$ cat src/rtl/maze_level_engine.sv
// Maze level renderer and game engine: path rectangles, start/finish zones, a movable player
// sprite, per-pixel collision detection and an IDLE/PLAY/WIN/LOSE FSM. Optional macro: MAZE_LIVES_EN.
module maze_level_engine #(
    parameter int H_ACTIVE    = 640,
    parameter int V_ACTIVE    = 480,
    parameter int NUM_SEGS    = 4,
    parameter logic [10*NUM_SEGS-1:0] SEG_X = {10'd400, 10'd280, 10'd160, 10'd0},
    parameter logic [10*NUM_SEGS-1:0] SEG_Y = {10'd220, 10'd190, 10'd140, 10'd90},
    parameter logic [10*NUM_SEGS-1:0] SEG_W = {10'd220, 10'd120, 10'd120, 10'd160},
    parameter logic [10*NUM_SEGS-1:0] SEG_H = {10'd35, 10'd100, 10'd200, 10'd300},
    parameter logic [39:0] START_RECT  = {10'd0, 10'd90, 10'd50, 10'd300},
    parameter logic [39:0] FINISH_RECT = {10'd600, 10'd220, 10'd50, 10'd35},
    parameter int START_X     = 10,
    parameter int START_Y     = 200,
    parameter int PLAYER_SIZE = 16,
    parameter int STEP        = 4,
    parameter int MOVE_DIV    = 2
`ifdef MAZE_LIVES_EN
    , parameter int LIVES     = 3
`endif
) (
    input  logic       pixel_clk,
    input  logic       resetSwitch,
    input  logic [9:0] col,
    input  logic [8:0] row,
    input  logic       btn_up,
    input  logic       btn_down,
    input  logic       btn_left,
    input  logic       btn_right,
    input  logic       btn_start,
    output logic [3:0] red,
    output logic [3:0] green,
    output logic [3:0] blue,
    output logic [1:0] game_state
`ifdef MAZE_LIVES_EN
    , output logic [3:0] lives_left
`endif
);
    typedef enum logic [1:0] {IDLE = 2'd0, PLAY = 2'd1, WIN = 2'd2, LOSE = 2'd3} state_t;

    localparam logic [10:0] H11   = 11'(H_ACTIVE);
    localparam logic [10:0] V11   = 11'(V_ACTIVE);
    localparam logic [10:0] PS11  = 11'(PLAYER_SIZE);
    localparam logic [9:0]  STEP10 = 10'(STEP);
    localparam logic [9:0]  X_MAX = 10'(H_ACTIVE - PLAYER_SIZE);
    localparam logic [9:0]  Y_MAX = 10'(V_ACTIVE - PLAYER_SIZE);
    localparam logic [9:0]  SPAWN_X = 10'(START_X);
    localparam logic [9:0]  SPAWN_Y = 10'(START_Y);
    localparam logic [7:0]  DIV_LAST = 8'(MOVE_DIV - 1);

    // 11-bit compares so x+w never wraps; bounds are half-open.
    function automatic logic in_rect(input logic [10:0] cx, cy, x, y, w, h);
        return (cx >= x) && (cx < x + w) && (cy >= y) && (cy < y + h);
    endfunction

    state_t      state, state_nx;
    logic [9:0]  px, py, px_nx, py_nx;
    logic [7:0]  frame_cnt, cnt_nx;
    logic        hit_flag, fin_flag;
    logic [11:0] rgb_nx;
`ifdef MAZE_LIVES_EN
    logic [3:0]  lives_nx;
`endif

    logic [10:0] cx, cy;
    logic        active, fe, in_player, in_start, in_fin, seg_any;
    logic        hit_pix, fin_pix, hit_now, fin_now;
    logic [NUM_SEGS-1:0] seg_in;

    assign cx = {1'b0, col};
    assign cy = {2'b0, row};
    assign active = (cx < H11) && (cy < V11);
    assign fe = (cx == H11 - 11'd1) && (cy == V11 - 11'd1);

    genvar gi;
    generate
        for (gi = 0; gi < NUM_SEGS; gi++) begin : g_seg
            assign seg_in[gi] = in_rect(cx, cy, {1'b0, SEG_X[10*gi +: 10]}, {1'b0, SEG_Y[10*gi +: 10]},
                                        {1'b0, SEG_W[10*gi +: 10]}, {1'b0, SEG_H[10*gi +: 10]});
        end
    endgenerate

    assign seg_any   = |seg_in;
    assign in_player = in_rect(cx, cy, {1'b0, px}, {1'b0, py}, PS11, PS11);
    assign in_start  = in_rect(cx, cy, {1'b0, START_RECT[39:30]}, {1'b0, START_RECT[29:20]},
                               {1'b0, START_RECT[19:10]}, {1'b0, START_RECT[9:0]});
    assign in_fin    = in_rect(cx, cy, {1'b0, FINISH_RECT[39:30]}, {1'b0, FINISH_RECT[29:20]},
                               {1'b0, FINISH_RECT[19:10]}, {1'b0, FINISH_RECT[9:0]});

    assign hit_pix = (state == PLAY) && active && in_player && !seg_any && !in_start && !in_fin;
    assign fin_pix = (state == PLAY) && active && in_player && in_fin;
    // Include the frame-end pixel itself in the decision taken on that cycle.
    assign hit_now = hit_flag | hit_pix;
    assign fin_now = fin_flag | fin_pix;
    assign game_state = state;

    always_comb begin
        rgb_nx = 12'h000;
        if (active) begin
            if (in_player)           rgb_nx = 12'h00F;
            else if (in_start)       rgb_nx = 12'h0F0;
            else if (in_fin)         rgb_nx = 12'hF00;
            else if (seg_any)        rgb_nx = 12'hFFF;
            else if (state == LOSE)  rgb_nx = 12'h400;
            else if (state == WIN)   rgb_nx = 12'h040;
        end
    end

    always_comb begin
        state_nx = state;
        px_nx    = px;
        py_nx    = py;
        cnt_nx   = frame_cnt;
`ifdef MAZE_LIVES_EN
        lives_nx = lives_left;
`endif
        if (fe) begin
            cnt_nx = 8'd0;
            if (state == PLAY) begin
                if (frame_cnt == DIV_LAST) begin
                    if (btn_up && !btn_down)
                        py_nx = (py < STEP10) ? 10'd0 : py - STEP10;
                    else if (btn_down && !btn_up)
                        py_nx = (py > Y_MAX - STEP10) ? Y_MAX : py + STEP10;
                    if (btn_left && !btn_right)
                        px_nx = (px < STEP10) ? 10'd0 : px - STEP10;
                    else if (btn_right && !btn_left)
                        px_nx = (px > X_MAX - STEP10) ? X_MAX : px + STEP10;
                end else begin
                    cnt_nx = frame_cnt + 8'd1;
                end
            end
            case (state)
                IDLE: if (btn_start) state_nx = PLAY;
                PLAY: begin
                    if (hit_now) begin
`ifdef MAZE_LIVES_EN
                        if (lives_left <= 4'd1) begin
                            lives_nx = 4'd0;
                            state_nx = LOSE;
                        end else begin
                            lives_nx = lives_left - 4'd1;
                            px_nx    = SPAWN_X;
                            py_nx    = SPAWN_Y;
                        end
`else
                        state_nx = LOSE;
`endif
                    end else if (fin_now) begin
                        state_nx = WIN;
                    end
                end
                default: if (btn_start) begin
                    state_nx = IDLE;
                    px_nx    = SPAWN_X;
                    py_nx    = SPAWN_Y;
`ifdef MAZE_LIVES_EN
                    lives_nx = 4'(LIVES);
`endif
                end
            endcase
        end
    end

    always_ff @(posedge pixel_clk or posedge resetSwitch) begin
        if (resetSwitch) begin
            {red, green, blue} <= 12'h000;
            state     <= IDLE;
            px        <= SPAWN_X;
            py        <= SPAWN_Y;
            frame_cnt <= 8'd0;
            hit_flag  <= 1'b0;
            fin_flag  <= 1'b0;
`ifdef MAZE_LIVES_EN
            lives_left <= 4'(LIVES);
`endif
        end else begin
            {red, green, blue} <= rgb_nx;
            state     <= state_nx;
            px        <= px_nx;
            py        <= py_nx;
            frame_cnt <= cnt_nx;
            if (fe) begin
                hit_flag <= 1'b0;
                fin_flag <= 1'b0;
            end else begin
                hit_flag <= hit_now;
                fin_flag <= fin_now;
            end
`ifdef MAZE_LIVES_EN
            lives_left <= lives_nx;
`endif
        end
    end
endmodule
$ cat config.mk
export PLATFORM = sky130hd
export DESIGN_NAME = maze_level_engine
export DESIGN_NICKNAME = d
export VERILOG_FILES = /design/src/rtl/maze_level_engine.sv
export SDC_FILE = /design/constraint.sdc
export NUM_CORES = 1
export LEC_CHECK = 0
export CORE_MARGIN = 4
export CORE_UTILIZATION = 42
export CTS_BUF_LIST = sky130_fd_sc_hd__clkbuf_8
export DETAILED_ROUTE_END_ITERATION = 7
export PLACE_DENSITY = 0.72
export SETUP_SLACK_MARGIN = 0.5
export SYNTH_ARGS = -nofsm -noshare
export SYNTH_HDL_FRONTEND = slang
export SYNTH_SLANG_ARGS = --single-unit
$ cat constraint.sdc
create_clock -name pixel_clk -period 6.7 [get_ports pixel_clk]
set_input_delay 1.005 -clock pixel_clk [delete_from_list [all_inputs] [get_ports pixel_clk]]
set_output_delay 1.005 -clock pixel_clk [all_outputs]
set_load 0.005 [all_outputs]
==> impl_metrics.env <==
export IMPL_tightest_slew_ps=841
export IMPL_drt_iter0_markers=208
export IMPL_worstSetupPathType="input port to flip-flop"
export IMPL_antenna_found_initial=0
export IMPL_ys_flop_type="dfrtp_1"
export IMPL_crit_arrival_ps=3650
export IMPL_cts_tree="built"
export IMPL_grt_ovfl_total=0
export IMPL_synth_distinct_cells=65
export IMPL_grt_pass1_wl_um=17300
export IMPL_clkTransAtPathRegs_ps=80
export IMPL_rsz0062_at_grt="no"
export IMPL_worst_path_max_fanout=14
export IMPL_coreArea_um2=8680
export IMPL_num_rows=34
export IMPL_placed_area_um2=4150
export IMPL_cts_resized=0
export IMPL_syn_to_final_growth_pct=14.3
export IMPL_h_tree_depth=2
export IMPL_fin_crit_sh_pct=52.0
export IMPL_antenna_cells=0
export IMPL_ctsLongestPathBuffers=2
export IMPL_async_reset_ff_share_pct=100
export IMPL_pwr_share_seq_pct=43.2
export IMPL_grt_total_usage_pct=20.6
export IMPL_p_clk_share_pct=38.2
export IMPL_cp_end_kind="flip-flop"
export IMPL_post_cts_setup_buffer_count=0
export IMPL_ys_warn_count=0
export IMPL_avgSynthCellArea_um2=7.77
export IMPL_final_setup_viol_count=0
export IMPL_drive_gt1_share_pct=4.13
export IMPL_final_cell_area_um2=4260
export IMPL_viasPerCell=6.12
export IMPL_p_per_area_nw_per_um2=123
export IMPL_status="complete, no violations"
export IMPL_p_sw_share_pct=27.3
export IMPL_fin_crit_ps=3490
export IMPL_route_detailed_drc=0
export IMPL_cts_buffers=5
export IMPL_fin_ws_ps=3210
export IMPL_post_cts_hold_buffer_count=0
export IMPL_worstHoldStart="px[1]"
export IMPL_io_buffers=39
export IMPL_syn_area_um2=3730
export IMPL_combPwrFrac_pct=18.6
export IMPL_final_nets=574
export IMPL_hpwl_um=7960
export IMPL_hold_path_class="flip-flop to flip-flop"
export IMPL_setup_tns_ps=0
export IMPL_die_w_um=102
export IMPL_initial_core_util_pct=42.9
export IMPL_grt_max_degree=38
export IMPL_io_pins=40
export IMPL_p_sw_uw=143
export IMPL_synth_nets=547
export IMPL_ir_drop_mv=0.0761
export IMPL_vias=3770
export IMPL_die_h_um=102
export IMPL_ant_nets=0
export IMPL_fmax_mhz=287
export IMPL_worst_skew_pair_late_latency_ps=300
export IMPL_wl_per_cell_um=16.8
export IMPL_r2r_start="px[5]"
export IMPL_hold_viol=0
export IMPL_critPathLaunchType="input port"
export IMPL_internal_power_uw=381
export IMPL_slew_headroom_pct=43.7
export IMPL_cp_startpoint="col[5]"
export IMPL_first_pass_iters=5
export IMPL_totalWireLength_um=10300
export IMPL_synth_edf_count=0
export IMPL_max_cap_violations=0
export IMPL_gp_congestion=0.894
export IMPL_synth_cells=480
export IMPL_slew_violations=0
export IMPL_final_util_pct=49.1
export IMPL_grt_pass1_vias=3600
export IMPL_cts_sinks=37
export IMPL_seq_area_frac_synth_pct=25.0
export IMPL_ctsRootBufferMaster="clkbuf_8"
export IMPL_place_ws_ps=2950
export IMPL_die_area_um2=10400
export IMPL_crit_required_ps=6870
export IMPL_ys_ff_latch=37
export IMPL_p_leak_uw=0.00173
export IMPL_fillers=845
export IMPL_skew_ps=9.91
-- cell type report --
type	count	area [um2]	share of cell area [%]
inverters	30	113	2.64
clock buffers	5	68.8	1.62
well taps	108	135	3.17
repair buffers	40	398	9.34
flip-flops and latches	37	932	21.9
multi-input cells	393	2570	60.4
clock inverters	3	42.5	0.999
-- cells in the final DEF (no fill, tap or decap), types with 3 or more instances in the layout --
master,synthesis,routed
or2_2,3,3
a31oi_1,4,4
dfrtp_1,32,32
nor2_1,23,23
nand2b_1,14,14
nor3_1,24,24
nand3b_1,3,3
a21o_1,7,7
clkdlybuf4s50_1,0,39
a211oi_1,10,10
clkbuf_8,0,5
a311oi_1,3,3
o21a_1,3,3
nor2b_1,10,10
nand3_1,27,27
o211ai_1,5,5
a21oi_1,42,42
or3_1,6,6
o31ai_1,3,3
o41ai_1,3,3
nand4_1,7,7
dfstp_2,5,5
nand2_1,50,50
ha_1,41,41
and3_1,11,11
xnor2_1,9,9
inv_1,29,30
o21ai_0,38,38
-- power groups by stage --
stage | sequential [uW] | clock [uW] | combinational, uW
3_3_place_gp | 231 | 0 | 95.3
2_1_floorplan | 231 | 0 | 52.4
4_1_cts | 227 | 204 | 97.4
5_1_grt | 227 | 210 | 110
3_5_place_dp | 231 | 0 | 97.0
6_report | 227 | 201 | 97.5
-- registers in the layout (all words and copies together) (netlist names) --
register	count
py	10
hit_flag	1
red	2
game_state	2
blue	1
green	2
frame_cnt	8
px	10
fin_flag	1
-- path summary, 6_finish.rpt --
kind / slack (ps) / to / depth (start not counted)
max: 3210 / px[7] / 8
min: 480 / px[1] / 2
max reg2reg: 3710 / game_state[0] / 11
min reg2reg: 480 / px[1] / 2
max in group asynchronous: 5210 / py[3] / 3
min in group asynchronous: 1120 / blue[2] / 3
-- synthesized netlist by cell type, types with 11 or more instances --
cell      instances  share of area (%)
nand2_1          50                5.0
and3_1           11                1.8
ha_1             41                 14
o21ai_0          38                5.1
nand2b_1         14                2.3
dfrtp_1          32                 21
inv_1            29                2.9
a21oi_1          42                5.6
nor2_1           23                2.3
nand3_1          27                3.6
nor3_1           24                3.2
-- metrics by stage --
step           power [uW]  instances  hold WS, ps
2_1_floorplan         284        480          446
4_1_cts               528        616          478
6_report              525        616          480
3_5_place_dp          328        608          467
3_3_place_gp          326        608          471
5_1_grt               547        616          495
-- critical path, cell delays in order --
cell and delay (ps):
clkdlybuf4s50_1 630, nand4_1 150, nor4_2 340, nand4_1 330
nor2_1 740, o21ai_0 210, a21oi_1 190, nor2_1 50
-- cell families after synthesis --
group / after synthesis / synth area share, %
adder cells (fa/ha/maj): 41 / 13.8
AO/OA/AOI/OAI: 145 / 24.7
AND/OR/NAND/NOR: 196 / 27.8
multiplexers: 2 / 0.537
buffers and inverters: 50 / 6.01
XOR/XNOR: 9 / 2.11
flip-flops: 37 / 25.0
-- metal layers --
metal | share of wire (%) | GRT usage, % | wire (um) | vias up
li1 | - | - | - | 1830
met3 | 6.0 | 3.28 | 623 | 18
met1 | 45 | 27.2 | 4680 | 1790
met2 | 47 | 34.5 | 4840 | 132
met5 | 0 | 0 | 0 | -
met4 | 2.0 | 6.56 | 202 | 0
No activity file was read; power rests on OpenSTA's default activity.
